File: config.mk
export PLATFORM = sky130hd
export DESIGN_NAME = uart_tx_sched
export DESIGN_NICKNAME = d
export VERILOG_FILES = /design/src/rtl/uart_pkg.sv /design/src/rtl/rr_arbiter.sv /design/src/rtl/uart_tx_sched.sv
export SDC_FILE = /design/constraint.sdc
export NUM_CORES = 1
export LEC_CHECK = 0
export ABC_CLOCK_PERIOD_IN_PS = 5600
export BUFFER_PORTS_ARGS = -buffer_cell sky130_fd_sc_hd__clkbuf_2
export CAP_MARGIN = 20
export CORE_MARGIN = 10
export CORE_UTILIZATION = 45
export DETAILED_ROUTE_END_ITERATION = 16
export PLACE_DENSITY = 0.67
export SYNTH_ARGS = -nofsm -noshare
export SYNTH_HDL_FRONTEND = slang
export SYNTH_HIERARCHICAL = 1
export SYNTH_SLANG_ARGS = --single-unit
File: constraint.sdc
create_clock -name clk -period 5.6 [get_ports clk]
set_input_delay 0.56 -clock clk [delete_from_list [all_inputs] [get_ports clk]]
set_output_delay 0.56 -clock clk [all_outputs]
set_load 0.01 [all_outputs]
File: src/rtl/uart_pkg.sv
// Shared UART definitions: divisor width, reset divisor and scheduler states.
package uart_pkg;
  localparam int unsigned BAUD_W = 13;
  localparam logic [BAUD_W-1:0] DEFAULT_BAUD = 13'd434;
  typedef enum logic {RUN, HOLD} sched_state_t;
endpackage

File: src/rtl/rr_arbiter.sv
// Round-robin arbiter: one-hot grant searched from a rotating priority pointer.
module rr_arbiter #(
  parameter int unsigned N = 4
) (
  input  logic         clk,
  input  logic         rst,
  input  logic [N-1:0] req,
  input  logic         advance,
  output logic [N-1:0] grant
);
  localparam int unsigned PW = (N > 1) ? $clog2(N) : 1;

  logic [PW-1:0] ptr;
  logic [PW-1:0] gnt_idx;
  logic [PW-1:0] idx;
  logic          found;

  // First requester at or after the pointer, wrapping modulo N.
  always_comb begin
    grant   = '0;
    gnt_idx = ptr;
    idx     = ptr;
    found   = 1'b0;
    for (int unsigned k = 0; k < N; k++) begin
      idx = PW'((32'(ptr) + k) % N);
      if (!found && req[idx]) begin
        grant[idx] = 1'b1;
        gnt_idx    = idx;
        found      = 1'b1;
      end
    end
  end

  always_ff @(posedge clk) begin
    if (rst) begin
      ptr <= '0;
    end else if (advance) begin
      ptr <= (gnt_idx == PW'(N - 1)) ? '0 : gnt_idx + PW'(1);
    end
  end
endmodule

File: src/rtl/uart_tx_sched.sv
// Shares one UART transmitter among NUM_REQ producers through a circular byte
// queue, and applies baud divisor writes only while the transmitter is idle.
module uart_tx_sched
  import uart_pkg::BAUD_W, uart_pkg::sched_state_t, uart_pkg::RUN, uart_pkg::HOLD;
#(
  parameter int unsigned NUM_REQ = 4,
  parameter int unsigned DEPTH   = 8,
  parameter logic [BAUD_W-1:0] DEFAULT_BAUD = uart_pkg::DEFAULT_BAUD
) (
  input  logic                       clk,
  input  logic                       rst,
  input  logic [NUM_REQ-1:0]         req_valid,
  input  logic [8*NUM_REQ-1:0]       req_data,
  output logic [NUM_REQ-1:0]         req_ready,
  input  logic                       flush,
  input  logic                       cfg_we,
  input  logic [BAUD_W-1:0]          cfg_baud,
  input  logic                       tx_ready,
  input  logic                       tx_started,
  output logic                       queue_not_empty,
  output logic [7:0]                 tx_data,
  output logic [BAUD_W-1:0]          baud,
  output logic [$clog2(DEPTH):0]     occupancy,
  output logic                       cfg_pending
);
  localparam int unsigned PW = $clog2(DEPTH);
  localparam int unsigned OW = PW + 1;

  logic [7:0]         mem [DEPTH];
  logic [PW-1:0]      rd_ptr;
  logic [PW-1:0]      wr_ptr;
  logic [NUM_REQ-1:0] grant;
  logic               can_push;
  logic               push;
  logic               pop;
  logic [7:0]         push_data;
  logic [OW-1:0]      occ_nxt;
  logic [7:0]         data_nxt;
  logic [BAUD_W-1:0]  pending;
  sched_state_t       state;
  sched_state_t       state_nxt;

  // No pass-through: a full queue refuses even when a pop happens this cycle.
  assign can_push = (occupancy != OW'(DEPTH)) && !flush;
  assign req_ready = grant;
  assign push = |grant;
  assign pop  = tx_started && (occupancy != '0);

  rr_arbiter #(.N(NUM_REQ)) u_arb (
    .clk     (clk),
    .rst     (rst),
    .req     (req_valid & {NUM_REQ{can_push}}),
    .advance (push),
    .grant   (grant)
  );

  always_comb begin
    push_data = '0;
    for (int i = 0; i < NUM_REQ; i++) begin
      if (grant[i]) push_data = req_data[8*i +: 8];
    end
  end

  // Next head byte, so tx_data can be registered alongside occupancy.
  always_comb begin
    occ_nxt = flush ? '0 : occupancy + OW'(push) - OW'(pop);
    if (occ_nxt == '0) begin
      data_nxt = '0;
    end else if (occupancy == '0) begin
      data_nxt = push_data;
    end else if (pop) begin
      data_nxt = (occupancy == OW'(1)) ? push_data : mem[rd_ptr + PW'(1)];
    end else begin
      data_nxt = tx_data;
    end
  end

  always_comb begin
    state_nxt = state;
    case (state)
      RUN:     if (cfg_we)   state_nxt = HOLD;
      HOLD:    if (tx_ready) state_nxt = RUN;
      default: state_nxt = RUN;
    endcase
  end

  always_ff @(posedge clk) begin
    if (push) mem[wr_ptr] <= push_data;
  end

  always_ff @(posedge clk) begin
    if (rst) begin
      rd_ptr          <= '0;
      wr_ptr          <= '0;
      occupancy       <= '0;
      tx_data         <= '0;
      queue_not_empty <= 1'b0;
      state           <= RUN;
      baud            <= DEFAULT_BAUD;
      pending         <= DEFAULT_BAUD;
      cfg_pending     <= 1'b0;
    end else begin
      occupancy       <= occ_nxt;
      tx_data         <= data_nxt;
      state           <= state_nxt;
      queue_not_empty <= (state_nxt == RUN) && (occ_nxt != '0);
      if (flush) begin
        rd_ptr <= '0;
        wr_ptr <= '0;
      end else begin
        if (push) wr_ptr <= wr_ptr + PW'(1);
        if (pop)  rd_ptr <= rd_ptr + PW'(1);
      end
      // Divisor only moves when the transmitter is idle; last write wins.
      case (state)
        RUN: begin
          if (cfg_we) begin
            pending     <= cfg_baud;
            cfg_pending <= 1'b1;
          end
        end
        HOLD: begin
          if (cfg_we) pending <= cfg_baud;
          if (tx_ready) begin
            baud        <= cfg_we ? cfg_baud : pending;
            cfg_pending <= 1'b0;
          end
        end
        default: ;
      endcase
    end
  end
endmodule

# ---- Word level (Yosys, flattened, before mapping)
# Memory sizes are Yosys's and may differ from the RTL's.
# Index checks and enable logic that the tools add are counted.
dict set report word_totals {
  register_bits 49
  ramBits 64
  in_bits 55
  output_inout_bits 31
  wordCells 106
  mem_count 1
}
# memory depth word_bits read_ports rd_clocked_by_memory_dff wr line_no
set mem_list {}
lappend mem_list {mem 8 8 1 0 1 uart_tx_sched.sv:29} ;# logic [7:0] mem [DEPTH];
dict set report classes {
  n_addsub 8
  n_lt_le_gt_ge 8
  n_eq_ne 5
  n_mux 44
  n_bitwise 6
  reduce_logical 24
}
# operator count
set ops {}
lappend ops {{two-way mux 8 bit} 7}
lappend ops {{two-way mux 4 bit} 5}
lappend ops {{two-way mux 1 bit} 17}
lappend ops {{two-way mux 13 bit} 1}
lappend ops {{less-than comparator 2 x 3 -> 1 bit (second input constant)} 4}
lappend ops {{bitwise OR 4 bit} 3}
lappend ops {{logical AND 1 bit} 10}
lappend ops {{binary-select mux 1 bit (select 2 bit)} 4}
lappend ops {{demux 1 bit (select 2 bit)} 4}
lappend ops {{greater-or-equal comparator 2 x 1 -> 1 bit (second input constant)} 4}
lappend ops {{logical NOT 4 bit} 2}
lappend ops {{two-way mux 2 bit} 4}
lappend ops {{nonzero test 4 bit} 2}
lappend ops {{adder 3 x 1 -> 3 bit (second input constant)} 2}
lappend ops {{adder 2 x 1 -> 2 bit (second input constant)} 2}
lappend ops {{adder 2 bit (second input constant)} 2}
lappend ops {{adder 4 x 1 -> 4 bit} 1}
lappend ops {{bitwise AND 4 bit} 1}
lappend ops {{== test 4 x 1 -> 1 bit (second input constant)} 1}
lappend ops {{logical NOT 1 bit} 4}
lappend ops {{inequality test 2 bit (second input constant)} 2}
lappend ops {{inequality test 4 bit (second input constant)} 1}
lappend ops {{case mux 1 bit (2 select lines)} 2}
lappend ops {{AND reduction 2 bit} 2}
lappend ops {{other kinds (6)} 8}

# ---- Depth between registers and ports, before layout
# Gate-level depths: netlist of the first run.
dict set report depth {
  ltp_word 22
  depth_mapped 18
  mapped_depth_nobuf 17
}

# ---- Hierarchy
# The synthesis of the first run kept the hierarchy.
# module instances cells_per_inst area_per_inst_um2 seq_area_each_um2
set modules_own_cells {}
lappend modules_own_cells {uart_tx_sched 1 340 4626.9 2862.7}
lappend modules_own_cells {rr_arbiter 1 52 495.5 40.0}

# ---- Least setup slack after synthesis of the first run
# No wires, ideal clock.
dict set report synth_timing {
  path_type {flip-flop to flip-flop}
  startpoint {register occupancy[2]}
  endpoint {register tx_data[6]}
  setup_ns 0.103
  arrival_ns 4.133
  required_time_ns 5.497
  slack_ns 1.364
  stages_incl_launch_ff 19
  path_buffers 2
  period_less_slack_ns 4.236
  cell_sequence {dfxtp_1 -> inv_1 -> ha_1 -> a21oi_1 -> and2_1 -> mux4_1 -> buf_6 -> nor3_1 -> a22oi_1 -> o21ai_0 -> buf_2 -> nor4_4 -> ha_1 -> inv_1 -> ha_1 -> fa_1 -> nor2_1 -> a41o_4 -> a2111oi_2}
}
dict set report synth_via {
  elab_chain_len 22
  word_cells_on_any_way 45
  classes_between {2 x add/sub; 2 x eq/ne; 23 x mux; 4 x bitwise; 14 x reduce/logical}
}
# element line_no
set synth_lines {}
lappend synth_lines {{start: declaration} uart_tx_sched.sv:23} ;# output logic [$clog2(DEPTH):0] occupancy,
lappend synth_lines {{start signal: assignment} uart_tx_sched.sv:103} ;# occupancy <= occ_nxt;
lappend synth_lines {{inequality test 4 bit *} uart_tx_sched.sv:44} ;# assign can_push = (occupancy != OW'(DEPTH)) && !flush;
lappend synth_lines {{logical AND 1 bit *} uart_tx_sched.sv:44}
lappend synth_lines {{bitwise AND 4 bit *} uart_tx_sched.sv:52} ;# .req (req_valid & {NUM_REQ{can_push}}),
lappend synth_lines {{binary-select mux 1 bit (select 2 bit)} rr_arbiter.sv:26} ;# if (!found && req[idx]) begin
lappend synth_lines {{two-way mux 1 bit (implied by the code)} rr_arbiter.sv:26}
lappend synth_lines {{two-way mux 1 bit} rr_arbiter.sv:26}
lappend synth_lines {{logical NOT 1 bit} rr_arbiter.sv:26}
lappend synth_lines {{logical AND 1 bit} rr_arbiter.sv:26}
lappend synth_lines {{two-way mux 1 bit} rr_arbiter.sv:26}
lappend synth_lines {{logical NOT 1 bit} rr_arbiter.sv:26}
lappend synth_lines {{logical AND 1 bit} rr_arbiter.sv:26}
lappend synth_lines {{two-way mux 1 bit} rr_arbiter.sv:26}
lappend synth_lines {{logical NOT 1 bit} rr_arbiter.sv:26}
lappend synth_lines {{logical AND 1 bit} rr_arbiter.sv:26}
lappend synth_lines {{two-way mux 4 bit *} rr_arbiter.sv:26}
lappend synth_lines {{net req_ready[0]} uart_tx_sched.sv:14} ;# output logic [NUM_REQ-1:0] req_ready,
lappend synth_lines {{branches (longest 7 deep; another with adder 4 x 1 -> 4 bit)} n/a}
lappend synth_lines {{end signal: assignment} uart_tx_sched.sv:104} ;# tx_data <= data_nxt;
lappend synth_lines {{end: declaration} uart_tx_sched.sv:21} ;# output logic [7:0] tx_data,
# Mark *: on every way through the listed nets, which the timed path passes. The select of a mux whose other input is x is not followed.
# A chain may end at the register's enable or synchronous reset.

# ---- Worst setup path in the final report of the first run
dict set report layout_timing {
  startpoint {register u_arb.ptr[0]}
  endpoint {register tx_data[3]}
}
dict set report layout_via {
  elab_chain_len 19
  word_cells_on_any_way 60
  classes_between {5 x add/sub; 8 x order compare; 31 x mux; 3 x bitwise; 13 x reduce/logical}
}
# element line_no
set layout_lines {}
lappend layout_lines {{start: declaration} rr_arbiter.sv:13} ;# logic [PW-1:0] ptr;
lappend layout_lines {{start signal: assignment} rr_arbiter.sv:38} ;# ptr <= (gnt_idx == PW'(N - 1)) ? '0 : gnt_idx + PW'(1);
lappend layout_lines {{branches (longest 11 deep; another with less-than comparator 2 x 3 -> 1 bit)} n/a}
lappend layout_lines {{two-way mux 4 bit *} rr_arbiter.sv:26}
lappend layout_lines {{branches (longest 7 deep; another with adder 4 x 1 -> 4 bit)} n/a}
# Every way passes the cells marked *. The select of a mux whose other input is x is not followed.

==> flow_summary_export.csv, run 1 <==
group,metric,value,unit
global_routing,grt_first_pass_wirelength,19000,um
clocking,cts_sinks,113,
global_routing,overflow,0,
worst_hold_path,hold_end,"pending[8]",
floorplanning,die_x,127,um
critical_path,rr_startpoint,"u_arb/ptr[0]",
critical_path,critPathTopFamily,"adder cells",
critical_path,r2r_slack,0.85,ns
critical_path,arrival,5.01,ns
run,cap_violations,0,
placement,dp_hpwl,8220,um
routing,drt_iter0_markers,231,
worst_hold_path,hold_path_class,"in -> reg",
pwr,peakVddDrop,0.423,mV
clocking,path_clk_slew,0.05,ns
synth,synth_seq_cells,113,
synth,syn_area,5120,um2
clocking,cts_resized,0,
critical_path,start_kind,"flip-flop",
cells_and_area,drive_gt1_share,30.5,%
synth,synth.distinct_cells,45,
routing,wl_per_cell,18.4,um
placement,dp.cells,604,
synth,avgSynthCellArea,13.1,um2
critical_path,crit_path_end_kind,"flip-flop",
clocking,htreeDepth,4,
critical_path,path_class,"reg -> reg",
synth,synth_ff_type,"edfxtp_1",
synth,synth_seq_area_share,56.7,%
synth,synth.area.top_cells,"edfxtp_1, dfxtp_1, mux4_2",
timing,worst_pin_slew,0.975,ns
routing,vias,3533,
critical_path,slowest_delay,0.63,ns
critical_path,r2r_cells,14,
outcome,run_status,"finished, final reports clean",
floorplanning,num_rows,38,
cells_and_area,antennaDiodeCount,0,
critical_path,cp_cell_sequence,"inv_1 -> ha_1 -> mux4_2 -> nor2_1 -> a22oi_1 -> o21ai_0 -> nor4_4 -> ha_1 -> inv_1 -> ha_1 -> fa_1 -> nor2_1 -> a41o_4 -> a2111oi_1",
critical_path,path_depth,14,
floorplanning,start_util,46.6,%
synth,ys_warn_count,6,
clocking,clk-insertion-delay-late,0.39,ns
clocking,cts_buffer_depth,2,
floorplanning,core,11000,um2
timing,slew_headroom,34.7,%
critical_path,path_max_fanout,12,
synth,synth_edf_count,64,
synth,syn-num-nets,461,
routing,routed_via_density,5.54,
timing,holdWs,0.402,ns
synth,synthArstFlopShare,0,%
floorplanning,dieArea,16100,um2
cells_and_area,fin_area,6290,um2
floorplanning,die_y,127,um
timing,period_needed,4.75,ns
synth,synth.largest_area_cell,"edfxtp_1",
clocking,root_buffer,"clkbuf_16",
timing,drv_slew,0,
synth,syn_inst,392,
global_routing,grt_antenna_before_repair,0,
timing,setup_violations,0,
synth,synth_top_cell_area_share,37.5,%
pwr,leakage,0.00251,uW
routing,wirelength,11800,um
timing,fin_setup_tns,0,ns
critical_path,timing.rr.end,"tx_data[3]",
placement,place_area,5660,um2
critical_path,cp.required,5.86,ns
global_routing,grt_max_degree,21,
timing,period_share,84.8,%
critical_path,worst_path_max_delay_cell,"dfxtp_1",
global_routing,grt_usage,14.7,%
critical_path,crit_path_frequent_cell,"ha_1",
routing,drcViolationCount,0,
clocking,hold_buffers,0,
clocking,cts_setup_buffers,0,
worst_hold_path,hold_start,"cfg_baud[8]",
placement,place_congestion,0.857,
timing,hold_violations,0,
timing,rsz0062_at_grt,"false",
clocking,numCtsBuffers,17,
routing,detail-route-antenna-nets,0,
pwr,powerDensity,596,nW/um2
worst_hold_path,hold_depth,2,
floorplanning,num_io_pins,86,
pwr,p_total,3750,uW
cells_and_area,area_delta_synth_final,22.7,%
timing,fmax,211,MHz
clocking,cts_tree,"done",
timing,fin_skew,0.00790,ns
routing,dr.pass1.iters,5,
placement,port_buffers,85,
cells_and_area,nets,554,
critical_path,crit_buf_inv,2,
global_routing,grt_pass1_vias,3602,
cells_and_area,stdcell_count,638,
==> layout by cell type (no fill, tap or decap), types with 3 or more instances in the layout <==
cell type	synthesis	layout
a22o_1	5	5
nor2_1	41	41
buf_4	0	4
a211oi_1	7	7
clkbuf_2	1	85
clkbuf_16	0	17
and2_1	5	5
o21ai_0	7	6
o22a_1	8	8
nand2b_1	5	5
nor2b_1	12	12
a2111oi_1	6	6
edfxtp_1	64	64
o221ai_1	8	8
dfxtp_1	49	49
mux2i_1	12	12
ha_1	13	13
o211ai_1	9	9
a21oi_1	7	7
nand2_1	28	28
a211o_1	5	5
clkinv_2	0	5
mux4_1	5	5
bufinv_16	0	4
nor3_2	0	4
inv_1	22	22
xor2_1	5	5
and2b_1	3	3
a22oi_1	8	8
mux2_2	3	3
mux4_2	15	15
==> layout make-up <==
type / instances / area, um2
inverter: 22 / 82.6
clock inverter: 13 / 168
fill: 878 / 4700
clock buffer: 19 / 443
tap: 140 / 175
timing repair buffer: 90 / 460
multi-input combinational: 241 / 2060
sequential: 113 / 2900
==> power breakdown <==
part | switching (uW) | internal, uW | total, uW | leakage (uW)
clock network | 345 | 747 | 1090 | 0.000297
registers | 64.8 | 1210 | 1270 | 0.000992
logic | 890 | 491 | 1380 | 0.00122
total | 1300 | 2450 | 3750 | 0.00251
==> how the worst max path moves through the flow <==
stage	endpoint	from	slack, ns
6_report	tx_data[3]	u_arb/ptr[0]	0.85
5_1_grt	tx_data[3]	occupancy[0]	0.44
4_1_cts	tx_data[3]	u_arb/ptr[0]	0.48
3_5_place_dp	tx_data[3]	u_arb/ptr[0]	0.54
3_3_place_gp	tx_data[6]	u_arb/ptr[0]	0.83
2_1_floorplan	tx_data[6]	occupancy[2]	1.36
==> flip-flops by register name, indices dropped and copies added, names as in the netlist <==
name,cells
queue_not_empty,1
occupancy,4
state,1
u_arb/ptr,2
rd_ptr,3
cfg_pending,1
tx_data,8
pending,13
mem,64
baud,13
wr_ptr,3
==> kinds of logic (layout without fill, tap and decap cells) <==
family                     count (synthesis)  after routing  share of synthesized area (%)
DFF                                      113            113                           56.7
and+or+nand+nor                          106            106                           10.1
AOI/OAI and AO/OA                         79             79                           12.7
buffers and inverters                     38            144                           3.59
muxes                                     35             35                           12.2
adders and majority gates                 14             14                           3.57
xor gates and xnor gates                   7              7                           1.20
==> through the flow <==
stage / setup slack, ns / utilization, %
floorplan: 1.36 / -
global placement: 0.831 / 51.6
detailed placement: 0.542 / 51.6
CTS: 0.485 / 57.1
global route: 0.441 / 57.2
finish: 0.851 / 57.2
==> cells in the mapped netlist (all sizes together) (2+ instances only) <==
cell type,instances
a211oi,9
a21oi,7
mux2i,12
a22oi,8
o22a,8
o221ai,9
xor2,5
clkbuf,4
ha,13
nand2,28
inv,22
and2b,3
nor4,2
a22o,5
o211ai,9
o21ai,8
dfxtp,49
mux4,20
nor2,41
buf,12
nand2b,5
and2,5
nor3,6
a2111oi,8
xnor2,2
nor2b,13
mux2,3
a211o,5
edfxtp,64
==> layer usage <==
layer	up-vias	wire length, um	track usage [%]
li1	1673	-	-
met1	1716	4950	17.6
met2	130	5700	23.8
met3	14	972	5.58
met4	0	146	5.16
met5	-	0	0
Note: power is estimated with default switching activity, not from simulation.
==> inputs of run 2 (changes only) <==
--- a/config.mk
+++ b/config.mk
@@ -5,13 +5,13 @@
 export SDC_FILE = /design/constraint.sdc
 export NUM_CORES = 1
 export LEC_CHECK = 0
-export ABC_CLOCK_PERIOD_IN_PS = 5600
+export ABC_CLOCK_PERIOD_IN_PS = 3900
 export BUFFER_PORTS_ARGS = -buffer_cell sky130_fd_sc_hd__clkbuf_2
 export CAP_MARGIN = 20
 export CORE_MARGIN = 10
 export CORE_UTILIZATION = 45
 export DETAILED_ROUTE_END_ITERATION = 16
-export PLACE_DENSITY = 0.67
+export PLACE_DENSITY = 0.7
 export SYNTH_ARGS = -nofsm -noshare
 export SYNTH_HDL_FRONTEND = slang
 export SYNTH_HIERARCHICAL = 1
==> constraint.sdc (replaced) <==
create_clock -name clk -period 3.9 [get_ports clk]
set_input_delay 0.39 -clock clk [delete_from_list [all_inputs] [get_ports clk]]
set_output_delay 0.39 -clock clk [all_outputs]
set_load 0.01 [all_outputs]
==> flow_summary_export.csv, run 2 (synthesis results as in run 1) <==
group,metric,value,unit
cells_and_area,largest_register_ffs,64,
cells_and_area,drive_gt1_share,41.1,%
clocking,hold_buffers,0,
global_routing,grt_first_pass_wirelength,19100,um
critical_path,start_kind,"flip-flop",
critical_path,arrival,4.20,ns
global_routing,use_met3,4.54,%
routing,detail-route-antenna-nets,0,
floorplanning,dieArea,16100,um2
floorplanning,start_util,46.6,%
critical_path,path_max_fanout,6,
routing,wirelength,12500,um
global_routing,grt_pass1_vias,3623,
cells_and_area,fin_area,6700,um2
pwr,swShare,38.0,%
timing,rsz0062_at_grt,"true",
critical_path,crit_path_frequent_cell,"ha_4",
pwr,p_clk_share,24.2,%
timing,hold_violations,0,
timing,slew_headroom,4.14,%
pwr,peakVddDrop,0.546,mV
cells_and_area,antennaDiodeCount,0,
clocking,cts_tree,"done",
timing,setup_ws,-0.00135,ns
outcome,run_status,"finished with violations",
clocking,root_buffer,"clkbuf_16",
critical_path,crit_buf_inv,3,
clocking,cts_buffer_depth,2,
critical_path,cp.required,4.20,ns
pwr,p_total,5910,uW
clocking,path_clk_slew,0.05,ns
timing,period_share,100,%
critical_path,crit_path_end_kind,"flip-flop",
pwr,p_comb_share,45.3,%
critical_path,cp_cell_sequence,"inv_2 -> ha_4 -> a21oi_4 -> and2_4 -> mux4_2 -> buf_12 -> nor3_4 -> a22oi_2 -> o21ai_2 -> nor4_4 -> ha_4 -> inv_2 -> ha_4 -> fa_2 -> nor2_4 -> a41o_4 -> a2111oi_2",
timing,fin_skew,0.00828,ns
global_routing,grt_usage,15.0,%
placement,place_congestion,0.772,
global_routing,grt_antenna_before_repair,0,
placement,port_buffers,85,
run,cap_violations,0,
cells_and_area,ff_latch_area,2910,um2
pwr,powerDensity,882,nW/um2
floorplanning,num_rows,38,
pwr,p_switching,2250,uW
floorplanning,core,11000,um2
clocking,clk-insertion-delay-late,0.41,ns
floorplanning,num_io_pins,86,
routing,wl_per_cell,18.7,um
floorplanning,die_y,127,um
outcome,violations,"setup timing",
timing,period_needed,3.90,ns
cells_and_area,final_cell_mix,"clkbuf_2, edfxtp_1, dfxtp_1",
clocking,numCtsBuffers,17,
critical_path,worst_path_max_delay_cell,"mux4_2",
pwr,leakage,0.00265,uW
critical_path,path_class,"reg -> reg",
global_routing,grt-busiest-layer,"met2",
global_routing,use_met1,17.8,%
routing,dr.pass1.iters,5,
timing,setup_violations,1,
cells_and_area,final_common_cell,"clkbuf_2",
floorplanning,die_x,127,um
critical_path,slowest_delay,0.58,ns
timing,fmax,256,MHz
global_routing,grt_max_degree,21,
timing,worst_pin_slew,1.44,ns
clocking,htreeDepth,4,
routing,routed_via_density,5.51,
routing,drt_iter0_markers,223,
worst_hold_path,hold_path_class,"in -> reg",
cells_and_area,multi_input_comb_area,2280,um2
cells_and_area,nFillCells,837,
pwr,intPower,3670,uW
placement,place_area,5840,um2
global_routing,use_met2,25.0,%
cells_and_area,nets,584,
cells_and_area,reg_top3,"mem (64), baud (13), pending (13)",
pwr,seq_power_share,30.5,%
placement,post-place-ws,-0.0638,ns
global_routing,overflow,0,
routing,vias,3681,
timing,drv_slew,0,
routing,drcViolationCount,0,
cells_and_area,area_delta_synth_final,30.9,%
critical_path,critPathTopFamily,"adder cells",
cells_and_area,regMostFlops,"mem",
placement,dp_hpwl,8480,um
clocking,cts_sinks,113,
==> run 2: changes by cell type in the layout (fill, tap and decap cells not counted), moves of 4 or more <==
cell | previous run | this run
and2_4 | 0 | 4
ha_4 | 0 | 4
a2111oi_1 | 6 | 0
and2_1 | 5 | 1
a2111oi_4 | 0 | 4
nor3_2 | 4 | 0
o21ai_0 | 6 | 2
o21ai_2 | 0 | 4
ha_1 | 13 | 9
a22oi_2 | 0 | 6
a22oi_1 | 8 | 2
buf_4 | 4 | 32
==> run 2: power by group through the flow <==
stage          logic, uW  registers [uW]  clock network, uW
6_report            2680            1800               1430
5_1_grt             2900            1820               1500
4_1_cts             2300            1800               1450
3_5_place_dp        2150            1820                  0
3_3_place_gp        2060            1810                  0
2_1_floorplan       1480            1840                  0
==> run 2: cell type report <==
class / instances / area share (%)
Tap cell: 140 / 2.61
Inverter: 22 / 1.27
Multi-Input combinational cell: 242 / 34.1
Sequential cell: 113 / 43.3
Timing Repair Buffer: 119 / 10.4
Clock inverter: 13 / 1.68
Clock buffer: 19 / 6.61
==> run 2: worst reg2reg max path, delay by kind of cell (launching register included) <==
family | cells | cell delay, ns
adder cells (fa/ha/maj) | 4 | 1.15
AO/OA/AOI/OAI | 5 | 0.85
AND/OR/NAND/NOR | 4 | 0.62
multiplexers | 1 | 0.58
flip-flops | 1 | 0.32
buffers and inverters | 3 | 0.29
==> run 2: path summary, 6_finish.rpt <==
path / start / depth (start not counted) / endpoint / slack, ns
max: occupancy[2] / 17 / tx_data[4] / -0.001
min: cfg_baud[1] / 2 / pending[1] / 0.22
max reg2reg: occupancy[2] / 17 / tx_data[4] / -0.001
min reg2reg: baud[0] / 1 / baud[0] / 0.48
==> run 2: metal layers <==
metal,share of wire (%),up-vias
li1,-,1731
met1,42,1814
met2,49,118
met3,6.8,18
met4,1.9,0
met5,0,-
==> run 2: through the flow <==
step                setup TNS [ns]  utilization (%)  hold WS [ns]  cells
detailed placement          -0.262             53.1         0.464    622
floorplan                  -0.0649                -         0.455    392
global placement                 0             53.1         0.462    622
global route                -0.467             61.0         0.225    668
CTS                              0             58.7         0.208    656
finish                    -0.00135             61.0         0.222    668
==> run 2: what timing repair did <==
item | 4_1_cts | 5_1_grt
buffers inserted | 1 | 12
resized for setup | 9 | 23
endpoints found under the setup margin | 7 | 9
cloned | 1 | 0
pin swaps | 4 | 15
endpoints found under the hold margin | 0 | 0
==> inputs of run 3 (changes only) <==
--- a/config.mk
+++ b/config.mk
@@ -12,6 +12,7 @@
 export CORE_UTILIZATION = 45
 export DETAILED_ROUTE_END_ITERATION = 16
 export PLACE_DENSITY = 0.7
+export RECOVER_POWER = 100
 export SYNTH_ARGS = -nofsm -noshare
 export SYNTH_HDL_FRONTEND = slang
 export SYNTH_HIERARCHICAL = 1
==> flow_summary_export.csv, run 3 (synthesis results as in run 1) <==
group,metric,value,unit
routing,vias,3669,
timing,fin_skew,0.00812,ns
floorplanning,die_y,127,um
clocking,cts_buffer_depth,2,
timing,period_needed,3.89,ns
cells_and_area,final_common_cell,"edfxtp_1",
critical_path,worst_path_max_delay_cell,"mux4_2",
pwr,p_switching,2230,uW
timing,setup_ws,0.00872,ns
cells_and_area,nets,584,
floorplanning,dieArea,16100,um2
timing,rsz0062_at_grt,"true",
placement,place_area,5840,um2
run,cap_violations,0,
timing,period_share,99.8,%
critical_path,crit_path_end_kind,"flip-flop",
timing,setup_violations,0,
routing,routed_via_density,5.49,
critical_path,r2r_cells,17,
cells_and_area,largest_register_ffs,64,
worst_hold_path,hold_depth,2,
cells_and_area,antennaDiodeCount,0,
worst_hold_path,hold_end,"pending[1]",
critical_path,slowest_delay,0.58,ns
outcome,run_status,"finished, final reports clean",
timing,worst_pin_slew,1.48,ns
placement,post-place-ws,-0.0638,ns
critical_path,path_max_fanout,6,
routing,detail-route-antenna-nets,0,
critical_path,arrival,4.19,ns
pwr,seq_power_share,30.6,%
floorplanning,num_rows,38,
timing,slew_headroom,1.48,%
pwr,swShare,37.9,%
pwr,p_comb_share,45.2,%
placement,place_congestion,0.772,
critical_path,cp_cell_sequence,"inv_2 -> ha_4 -> a21oi_4 -> and2_4 -> mux4_2 -> buf_12 -> nor3_4 -> a22oi_2 -> o21ai_2 -> nor4_4 -> ha_4 -> inv_2 -> ha_4 -> fa_2 -> nor2_4 -> a41o_4 -> a2111oi_2",
global_routing,grt_pass1_vias,3623,
worst_hold_path,hold_start,"cfg_baud[1]",
routing,drt_iter0_markers,242,
pwr,intPower,3660,uW
pwr,peakVddDrop,0.539,mV
critical_path,start_kind,"flip-flop",
critical_path,crit_path_frequent_cell,"ha_4",
placement,dp_hpwl,8480,um
floorplanning,die_x,127,um
timing,fin_setup_tns,0,ns
pwr,p_clk_share,24.2,%
pwr,powerDensity,883,nW/um2
timing,hold_violations,0,
clocking,numCtsBuffers,17,
clocking,htreeDepth,4,
cells_and_area,area_delta_synth_final,30.1,%
routing,dr.pass1.iters,5,
global_routing,grt_usage,15.0,%
critical_path,r2r_slack,0.009,ns
floorplanning,core,11000,um2
critical_path,path_class,"reg -> reg",
placement,port_buffers,85,
cells_and_area,drive_gt1_share,36.0,%
floorplanning,start_util,46.6,%
clocking,root_buffer,"clkbuf_16",
cells_and_area,regMostFlops,"mem",
routing,wirelength,12500,um
clocking,path_clk_slew,0.05,ns
cells_and_area,nFillCells,856,
cells_and_area,reg_top3,"mem (64), baud (13), pending (13)",
floorplanning,num_io_pins,86,
pwr,leakage,0.00256,uW
global_routing,overflow,0,
global_routing,grt_first_pass_wirelength,19100,um
worst_hold_path,hold_path_class,"in -> reg",
cells_and_area,fin_area,6670,um2
critical_path,timing.rr.end,"tx_data[4]",
clocking,clk-insertion-delay-late,0.41,ns
clocking,cts_tree,"done",
timing,fmax,257,MHz
critical_path,cp.required,4.20,ns
routing,wl_per_cell,18.7,um
critical_path,rr_startpoint,"occupancy[2]",
clocking,cts_sinks,113,
global_routing,grt_antenna_before_repair,0,
global_routing,grt_max_degree,21,
routing,drcViolationCount,0,
cells_and_area,final_cell_mix,"edfxtp_1, clkbuf_2, dfxtp_1",
timing,drv_slew,0,
[run 3: cell count changes in the layout (fill, tap and decap cells not counted)]
| cell | delta |
|---|---|
| clkbuf_2 | -26 |
| buf_4 | -1 |
| and2_1 | -1 |
| and2_0 | +1 |
| clkbuf_1 | +27 |
[run 3: final cells by class]
type,instances,area [um2],share of cell area (%)
timing repair buffer,119,661,9.91
clock buffer,19,443,6.64
tap,140,175,2.63
multi-input combinational,242,2280,34.3
clock inverter,13,113,1.69
sequential,113,2910,43.6
inverter,22,85.1,1.28
[run 3: worst max-delay path by stage]
stage	startpoint	end	cells past startpoint
floorplan	occupancy[2]	tx_data[0]	17
global placement	occupancy[2]	tx_data[1]	17
detailed placement	occupancy[2]	tx_data[1]	17
CTS	occupancy[2]	tx_data[2]	16
global route	occupancy[2]	tx_data[4]	16
finish	occupancy[2]	tx_data[4]	17
[run 3: power groups by stage]
stage / Sequential (uW) / Clock (uW) / Combinational [uW]
finish: 1800 / 1420 / 2660
global route: 1820 / 1500 / 2890
global placement: 1810 / 0 / 2060
floorplan: 1840 / 0 / 1480
detailed placement: 1820 / 0 / 2150
CTS: 1800 / 1450 / 2300
[run 3: per-layer routing]
metal | vias up | part of all wire (%) | track usage (%)
li1 | 1732 | - | -
met1 | 1793 | 42 | 17.8
met2 | 125 | 49 | 25.0
met3 | 19 | 7.7 | 4.54
met4 | 0 | 1.9 | 5.49
met5 | - | 0 | 0
[run 3: repair_timing]
item,in CTS,in global routing
setup endpoints to repair,7,9
hold buffers,0,0
gates resized for setup,9,23
pin swaps,4,15
buffers inserted,1,12
cloned,1,0
endpoints found under the hold margin,0,0
[run 3: per-stage QoR]
| step | hold WS (ns) | power (uW) | utilization (%) | cells |
|---|---|---|---|---|
| after floorplan | 0.455 | 3320 | - | 392 |
| after global routing | 0.225 | 6210 | 60.7 | 668 |
| after detailed placement | 0.464 | 3980 | 53.1 | 622 |
| after global placement | 0.462 | 3870 | 53.1 | 622 |
| final | 0.221 | 5890 | 60.7 | 668 |
| after CTS | 0.208 | 5540 | 58.7 | 656 |
[run 3: critical path, delay by kind of cell, from the launching register on]
family	cells	cell delay (ns)
fa+ha+maj	4	1.13
flops	1	0.32
simple gates	4	0.61
compound gates	5	0.85
mux	1	0.58
buf+inv	3	0.29
